**src/rtl/sz_code_packer_if.sv**
```systemverilog
// Handshake bundle between the curve-fit stage, the code packer and the output writer.
// slave is the packer side; master is the upstream producer plus the downstream consumers.
interface sz_code_packer_if;
  logic        in_valid;
  logic        in_ready;
  logic [1:0]  in_code;
  logic [31:0] in_data;
  logic        flush;
  logic [31:0] code_word;
  logic [4:0]  code_count;
  logic        code_valid;
  logic        code_ready;
  logic [31:0] unpred_data;
  logic        unpred_valid;
  logic        unpred_ready;
  logic        done;

  modport slave (
    input  in_valid, in_code, in_data, flush, code_ready, unpred_ready,
    output in_ready, code_word, code_count, code_valid, unpred_data, unpred_valid, done
  );

  modport master (
    output in_valid, in_code, in_data, flush, code_ready, unpred_ready,
    input  in_ready, code_word, code_count, code_valid, unpred_data, unpred_valid, done
  );
endinterface

```
**src/rtl/sz_code_packer.sv**
```systemverilog
// Packs 2-bit fit codes into 32-bit words and diverts unpredictable raw floats to an
// escape FIFO; a flush emits any partial word, drains both streams and pulses done.
module sz_code_packer #(
  parameter int unsigned CODES_PER_WORD = 16,
  parameter int unsigned UNPRED_DEPTH   = 8
) (
  input logic               i_clk,
  input logic               i_rst_n,
  sz_code_packer_if.slave   io_bus
);

  localparam int unsigned AW   = $clog2(UNPRED_DEPTH);
  localparam int unsigned CW   = $clog2(CODES_PER_WORD);
  localparam int unsigned AccW = 2 * (CODES_PER_WORD - 1);

  typedef enum logic [1:0] {StRun, StFlush, StDrain, StDone} state_e;

  state_e            r_state;
  logic [AccW-1:0]   r_acc;
  logic [CW-1:0]     r_acc_cnt;
  logic [31:0]       r_word;
  logic [4:0]        r_count;
  logic              r_cvalid;
  logic              r_done;
  logic [31:0]       r_mem [UNPRED_DEPTH];
  logic [AW-1:0]     r_wptr;
  logic [AW-1:0]     r_rptr;
  logic [AW:0]       r_fcnt;

  logic w_fifo_full;
  logic w_fifo_empty;
  logic w_last;
  logic w_out_free;
  logic w_in_ready;
  logic w_accept;
  logic w_push;
  logic w_pop;
  logic w_drain;

  assign w_fifo_full  = (r_fcnt == (AW + 1)'(UNPRED_DEPTH));
  assign w_fifo_empty = (r_fcnt == '0);
  assign w_last       = (r_acc_cnt == CW'(CODES_PER_WORD - 1));
  assign w_drain      = r_cvalid & io_bus.code_ready;
  assign w_out_free   = !r_cvalid | io_bus.code_ready;
  // Gated by reset so the producer sees not-ready while the block is held in reset.
  assign w_in_ready   = i_rst_n & (r_state == StRun) & !io_bus.flush & !w_fifo_full &
                        (!w_last | w_out_free);
  assign w_accept     = io_bus.in_valid & w_in_ready;
  assign w_push       = w_accept & (io_bus.in_code == 2'b00);
  assign w_pop        = !w_fifo_empty & io_bus.unpred_ready;

  always_ff @(posedge i_clk or negedge i_rst_n) begin
    if (!i_rst_n) begin
      r_state   <= StRun;
      r_acc     <= '0;
      r_acc_cnt <= '0;
      r_word    <= '0;
      r_count   <= '0;
      r_cvalid  <= 1'b0;
      r_done    <= 1'b0;
    end else begin
      r_done <= 1'b0;
      if (w_drain) r_cvalid <= 1'b0;
      unique case (r_state)
        StRun: begin
          if (w_accept) begin
            if (w_last) begin
              r_word    <= {io_bus.in_code, r_acc};
              r_count   <= 5'(CODES_PER_WORD);
              r_cvalid  <= 1'b1;
              r_acc     <= '0;
              r_acc_cnt <= '0;
            end else begin
              r_acc[{r_acc_cnt, 1'b0} +: 2] <= io_bus.in_code;
              r_acc_cnt                     <= r_acc_cnt + 1'b1;
            end
          end
          if (io_bus.flush) r_state <= StFlush;
        end
        StFlush: begin
          if (r_acc_cnt == '0) begin
            r_state <= StDrain;
          end else if (w_out_free) begin
            // Unused slots are already zero: the accumulator is cleared on every load.
            r_word    <= {2'b00, r_acc};
            r_count   <= {1'b0, r_acc_cnt};
            r_cvalid  <= 1'b1;
            r_acc     <= '0;
            r_acc_cnt <= '0;
            r_state   <= StDrain;
          end
        end
        StDrain: begin
          if (!r_cvalid && w_fifo_empty) begin
            r_state <= StDone;
            r_done  <= 1'b1;
          end
        end
        StDone:  r_state <= StRun;
        default: r_state <= StRun;
      endcase
    end
  end

  always_ff @(posedge i_clk or negedge i_rst_n) begin
    if (!i_rst_n) begin
      r_wptr <= '0;
      r_rptr <= '0;
      r_fcnt <= '0;
    end else begin
      if (w_push) r_wptr <= r_wptr + 1'b1;
      if (w_pop)  r_rptr <= r_rptr + 1'b1;
      if (w_push && !w_pop)      r_fcnt <= r_fcnt + 1'b1;
      else if (!w_push && w_pop) r_fcnt <= r_fcnt - 1'b1;
    end
  end

  always_ff @(posedge i_clk) begin
    if (w_push) r_mem[r_wptr] <= io_bus.in_data;
  end

  assign io_bus.in_ready     = w_in_ready;
  assign io_bus.code_word    = r_word;
  assign io_bus.code_count   = r_count;
  assign io_bus.code_valid   = r_cvalid;
  assign io_bus.unpred_valid = !w_fifo_empty;
  assign io_bus.unpred_data  = w_fifo_empty ? 32'h0 : r_mem[r_rptr];
  assign io_bus.done         = r_done;

endmodule

```
**src/flat_wrapper.sv**
```systemverilog
// flat-port wrapper written by rule: the top's interface ports become plain ports
module sz_code_packer_flat 
#(
  parameter int unsigned CODES_PER_WORD = 16,
  parameter int unsigned UNPRED_DEPTH   = 8
)
  (i_clk, i_rst_n, io_bus_in_valid, io_bus_in_code, io_bus_in_data, io_bus_flush, io_bus_code_ready, io_bus_unpred_ready, io_bus_in_ready, io_bus_code_word, io_bus_code_count, io_bus_code_valid, io_bus_unpred_data, io_bus_unpred_valid, io_bus_done);
  sz_code_packer_if io_bus_i ();
  input logic i_clk;
  input logic i_rst_n;
  input wire logic [$bits(io_bus_i.in_valid)-1:0] io_bus_in_valid;
  input wire logic [$bits(io_bus_i.in_code)-1:0] io_bus_in_code;
  input wire logic [$bits(io_bus_i.in_data)-1:0] io_bus_in_data;
  input wire logic [$bits(io_bus_i.flush)-1:0] io_bus_flush;
  input wire logic [$bits(io_bus_i.code_ready)-1:0] io_bus_code_ready;
  input wire logic [$bits(io_bus_i.unpred_ready)-1:0] io_bus_unpred_ready;
  output wire logic [$bits(io_bus_i.in_ready)-1:0] io_bus_in_ready;
  output wire logic [$bits(io_bus_i.code_word)-1:0] io_bus_code_word;
  output wire logic [$bits(io_bus_i.code_count)-1:0] io_bus_code_count;
  output wire logic [$bits(io_bus_i.code_valid)-1:0] io_bus_code_valid;
  output wire logic [$bits(io_bus_i.unpred_data)-1:0] io_bus_unpred_data;
  output wire logic [$bits(io_bus_i.unpred_valid)-1:0] io_bus_unpred_valid;
  output wire logic [$bits(io_bus_i.done)-1:0] io_bus_done;
  assign io_bus_i.in_valid = io_bus_in_valid;
  assign io_bus_i.in_code = io_bus_in_code;
  assign io_bus_i.in_data = io_bus_in_data;
  assign io_bus_i.flush = io_bus_flush;
  assign io_bus_i.code_ready = io_bus_code_ready;
  assign io_bus_i.unpred_ready = io_bus_unpred_ready;
  assign io_bus_in_ready = io_bus_i.in_ready;
  assign io_bus_code_word = io_bus_i.code_word;
  assign io_bus_code_count = io_bus_i.code_count;
  assign io_bus_code_valid = io_bus_i.code_valid;
  assign io_bus_unpred_data = io_bus_i.unpred_data;
  assign io_bus_unpred_valid = io_bus_i.unpred_valid;
  assign io_bus_done = io_bus_i.done;
  sz_code_packer #(.CODES_PER_WORD(CODES_PER_WORD), .UNPRED_DEPTH(UNPRED_DEPTH)) u_core (.i_clk(i_clk), .i_rst_n(i_rst_n), .io_bus(io_bus_i));
endmodule
```
**config.mk**
```make
export PLATFORM = sky130hd
export DESIGN_NAME = sz_code_packer_flat
export DESIGN_NICKNAME = d
export VERILOG_FILES = /design/src/rtl/sz_code_packer_if.sv /design/src/rtl/sz_code_packer.sv /design/src/flat_wrapper.sv
export SDC_FILE = /design/constraint.sdc
export NUM_CORES = 1
export LEC_CHECK = 0
export CORE_MARGIN = 4
export CORE_UTILIZATION = 50
export CTS_CLUSTER_SIZE = 25
export DETAILED_ROUTE_END_ITERATION = 8
export GPL_TIMING_DRIVEN = 0
export PLACE_DENSITY = 0.7
export SLEW_MARGIN = 0
export SYNTH_ARGS = -nofsm -noshare
export SYNTH_HDL_FRONTEND = slang
export SYNTH_SLANG_ARGS = --single-unit
```
**constraint.sdc**
```tcl
create_clock -name i_clk -period 5.5 [get_ports i_clk]
set_clock_uncertainty 0.05 [all_clocks]
set_input_delay 0.55 -clock i_clk [delete_from_list [all_inputs] [get_ports i_clk]]
set_output_delay 0.55 -clock i_clk [all_outputs]
set_load 0.1 [all_outputs]
```
==> impl_metrics.env <==
export IMPL_ant_nets=0
export IMPL_dp_cells=1257
export IMPL_regArea_um2=9814
export IMPL_routed_wl_um=28460
export IMPL_grt_use_met1_pct=27.56
export IMPL_cts_resized=0
export IMPL_final_layout_size_suffix_gt1_share_pct=20.02
export IMPL_grtUsageTotal_pct=19.19
export IMPL_cp_cell_sequence="clkbuf_1, clkbuf_1, mux4_2, mux2i_1, nor2_1, clkdlybuf4s50_1"
export IMPL_rsz0062_at_grt="no"
export IMPL_start_util_pct=50.94
export IMPL_diodes=0
export IMPL_ys_seq_elements=341
export IMPL_yosys_warnings=0
export IMPL_insertion_delay_ns=0.52
export IMPL_syn_num_nets=839
export IMPL_crit_family="buffers and inverters"
export IMPL_syn2layout_area_growth_pct=21.89
export IMPL_grt_ovfl_total=0
export IMPL_period_needed_ns=4.450
export IMPL_ys_seq_area_share_pct=71.48
export IMPL_hp_class="primary input to async pin"
export IMPL_final_util_pct=62.09
export IMPL_portBuffers=112
export IMPL_async_reset_ff_share_pct=24.93
export IMPL_clockRootBuffer="clkbuf_16"
export IMPL_fillers=1960
export IMPL_grt_pass1_vias=7736
export IMPL_max_cap_violations=0
export IMPL_grt_max_degree=49
export IMPL_place_hpwl_um=18720
export IMPL_multi_input_area_um2=3720
export IMPL_hold_slack_ns=-0.01376
export IMPL_clock_sinks=341
export IMPL_crit_buf_inv=3
export IMPL_numCtsBuffers=35
export IMPL_ios=113
export IMPL_syn_area_um2=13730
export IMPL_rows=60
export IMPL_grt_pass1_wl_um=45060
export IMPL_timing_fmax_mhz=224.7
export IMPL_outcome="finished with violations"
export IMPL_fin_cells=1320
export IMPL_drt_pass1_iter_count=5
export IMPL_leakagePower_nw=5.999
export IMPL_violations="hold timing"
export IMPL_final_cell_mix="edfxtp_1 (256), clkdlybuf4s50_1 (111), dfrtp_1 (85)"
export IMPL_postSynthAreaPerCell_um2=17.49
export IMPL_core_um2=26950
export IMPL_drc=0
export IMPL_die_h_um=173.7
export IMPL_yosysUniqueCellTypes=52
export IMPL_drv_slew=0
export IMPL_drt_initial_drc_count=629
export IMPL_hold_viol=24
export IMPL_slowest_delay_ns=1.19
export IMPL_ctsHoldBuffers=0
export IMPL_synth_edf_count=256
export IMPL_endpoint_kind="primary output"
export IMPL_dieArea_um2=30170
export IMPL_top_usage_layer="met2"
export IMPL_max_slew_margin_pct=31.55
export IMPL_cp_common_cell="clkbuf_1"
export IMPL_viasPerCell=5.689
export IMPL_worstSetupPathType="flip-flop to primary output"
export IMPL_cts_tree="built"
export IMPL_worst_slew_pin_slew_ns=1.024
export IMPL_use_met3_pct=3.664
export IMPL_routedWlPerCell_um=21.56
export IMPL_synthFlopType="edfxtp_1"
export IMPL_num_nets_final=1007
export IMPL_power_density_nw_per_um2=602.5
export IMPL_grtUsageMet2_pct=30.94
export IMPL_critPathSlowestCell="clkdlybuf4s50_1"
export IMPL_layout_commonest_cell="edfxtp_1"
export IMPL_vias=7510
export IMPL_critPathRequiredTime_ns=4.90
export IMPL_path_clk_slew_ns=0.06
export IMPL_final_period_utilization_pct=80.90
export IMPL_setup_viol=0
export IMPL_worstSetupStartpointType="flip-flop"
export IMPL_path_max_fanout=10
export IMPL_ir_worst_vdd_mv=0.6411
export IMPL_post_cts_setup_buffers=0
export IMPL_worstPathArrival_ns=3.85
export IMPL_cts_htree_levels=2
export IMPL_dieWidth_um=173.7
export IMPL_antenna_found_initial=1
export IMPL_clk_path_buf_depth=3
export IMPL_synth_cells=785
export IMPL_place_congestion=0.8310
[per-layer routing]
| layer | vias to the layer above | wire [um] |
|---|---|---|
| met5 | - | 13 |
| met4 | 2 | 530 |
| met3 | 42 | 1713 |
| met2 | 216 | 13990 |
| met1 | 3831 | 12200 |
| li1 | 3419 | - |
[metrics by stage]
stage	hold WS, ns	setup TNS [ns]	worst slack (ns)	instance area, um^2	power, W
3_3_place_gp	0.4135	-1118.58	-5.491	15280	0.007849
5_1_grt	0.03064	0	0.8790	16730	0.01053
3_5_place_dp	0.4210	0	1.477	15620	0.007883
2_1_floorplan	0.2044	0	0.4996	13730	0.006758
4_1_cts	0.0004023	0	1.030	16730	0.01016
6_report	-0.01376	0	1.051	16730	0.01008
[cells by family (layout without fill, tap and decap cells)]
kind of cell,after synthesis,count (layout),share of synthesized area [%]
flip-flops,341,341,71.48
AND/OR/NAND/NOR,147,147,5.204
multiplexers,123,123,15.05
AO/OA/AOI/OAI,94,94,4.630
buffers and inverters,58,252,1.795
adder cells (fa/ha/maj),14,14,1.331
XOR/XNOR,8,8,0.5104
[registers in the layout, summed over array words and instances (netlist names)]
register,cells
u_core.r_wptr,3
u_core.r_fcnt,4
u_core.r_rptr,3
u_core.r_state,2
u_core.r_mem,256
u_core.r_acc,30
u_core.io_bus.code_word,32
u_core.io_bus.code_valid,1
u_core.io_bus.done,1
u_core.io_bus.code_count,5
u_core.r_acc_cnt,4
[report_power, final]
group | leakage [nW] | total, W | switching, W | internal [W]
Sequential | 3.41 | 0.00305 | 0.000115 | 0.00294
Combinational | 2.04 | 0.00475 | 0.00333 | 0.00142
Clock | 0.548 | 0.00228 | 0.000963 | 0.00132
Total | 6.00 | 0.0101 | 0.00441 | 0.00567
[path summary, 6_finish.rpt]
path	from	endpoint	slack (ns)	depth (start not counted)
min in group i_clk	u_core.io_bus.code_word[13]	u_core.io_bus.code_word[13]	0.43	2
max	u_core.r_rptr[1]	io_bus_unpred_data[29]	1.05	6
min	i_rst_n	u_core.io_bus.done	-0.01	1
min reg2reg	u_core.io_bus.code_word[13]	u_core.io_bus.code_word[13]	0.43	2
max reg2reg	u_core.r_state[0]	u_core.r_mem[3][16]	1.76	9
max in group asynchronous	i_rst_n	u_core.io_bus.code_word[15]	4.79	2
[layout make-up]
cell class | count | share of cell area (%)
well taps | 341 | 2.550
repair buffers | 131 | 8.449
multi-input cells | 386 | 22.23
plain buffers | 39 | 1.047
clock buffers | 47 | 5.622
clock inverters | 16 | 1.032
inverters | 19 | 0.4262
flip-flops and latches | 341 | 58.65
[synthesized netlist by cell type (all sizes together), types with 2 or more instances]
cell	n	area, um^2
a211o	2	17.52
a21o	7	53.80
mux4	64	1441
xor2	2	17.52
mux2i	32	320.3
edfxtp	256	7687
nand2	47	176.4
and3	5	31.28
buf	24	118.9
nand3b	2	15.01
dfrtp	85	2127
a21oi	15	78.83
nand2b	6	37.54
o211ai	2	15.01
nor3	5	35.03
and2	2	12.51
a31oi	5	37.53
inv	19	71.32
a211oi	2	15.01
nor2	45	168.9
nor4b	4	35.03
nand4	3	18.77
o22ai	10	62.56
nand3	11	55.05
mux2	27	304.0
o2bb2ai	6	52.55
clkbuf	15	56.30
nor3b	5	37.54
nor2b	7	43.79
a221o	2	20.02
xnor2	6	52.55
ha	13	162.7
a22o	13	113.9
o21ai	25	125.1
[worst register-to-register path, stage by stage, from the launching register on]
cell and delay [ns]:
dfrtp_1 0.38, inv_1 0.11, ha_1 0.34, nand4b_1 0.23, a211o_1 0.35, nor3_2 0.39
nand2_1 0.32, nor3b_2 0.84, buf_8 0.25, buf_6 0.19
Note: power is estimated with default switching activity, not from simulation.
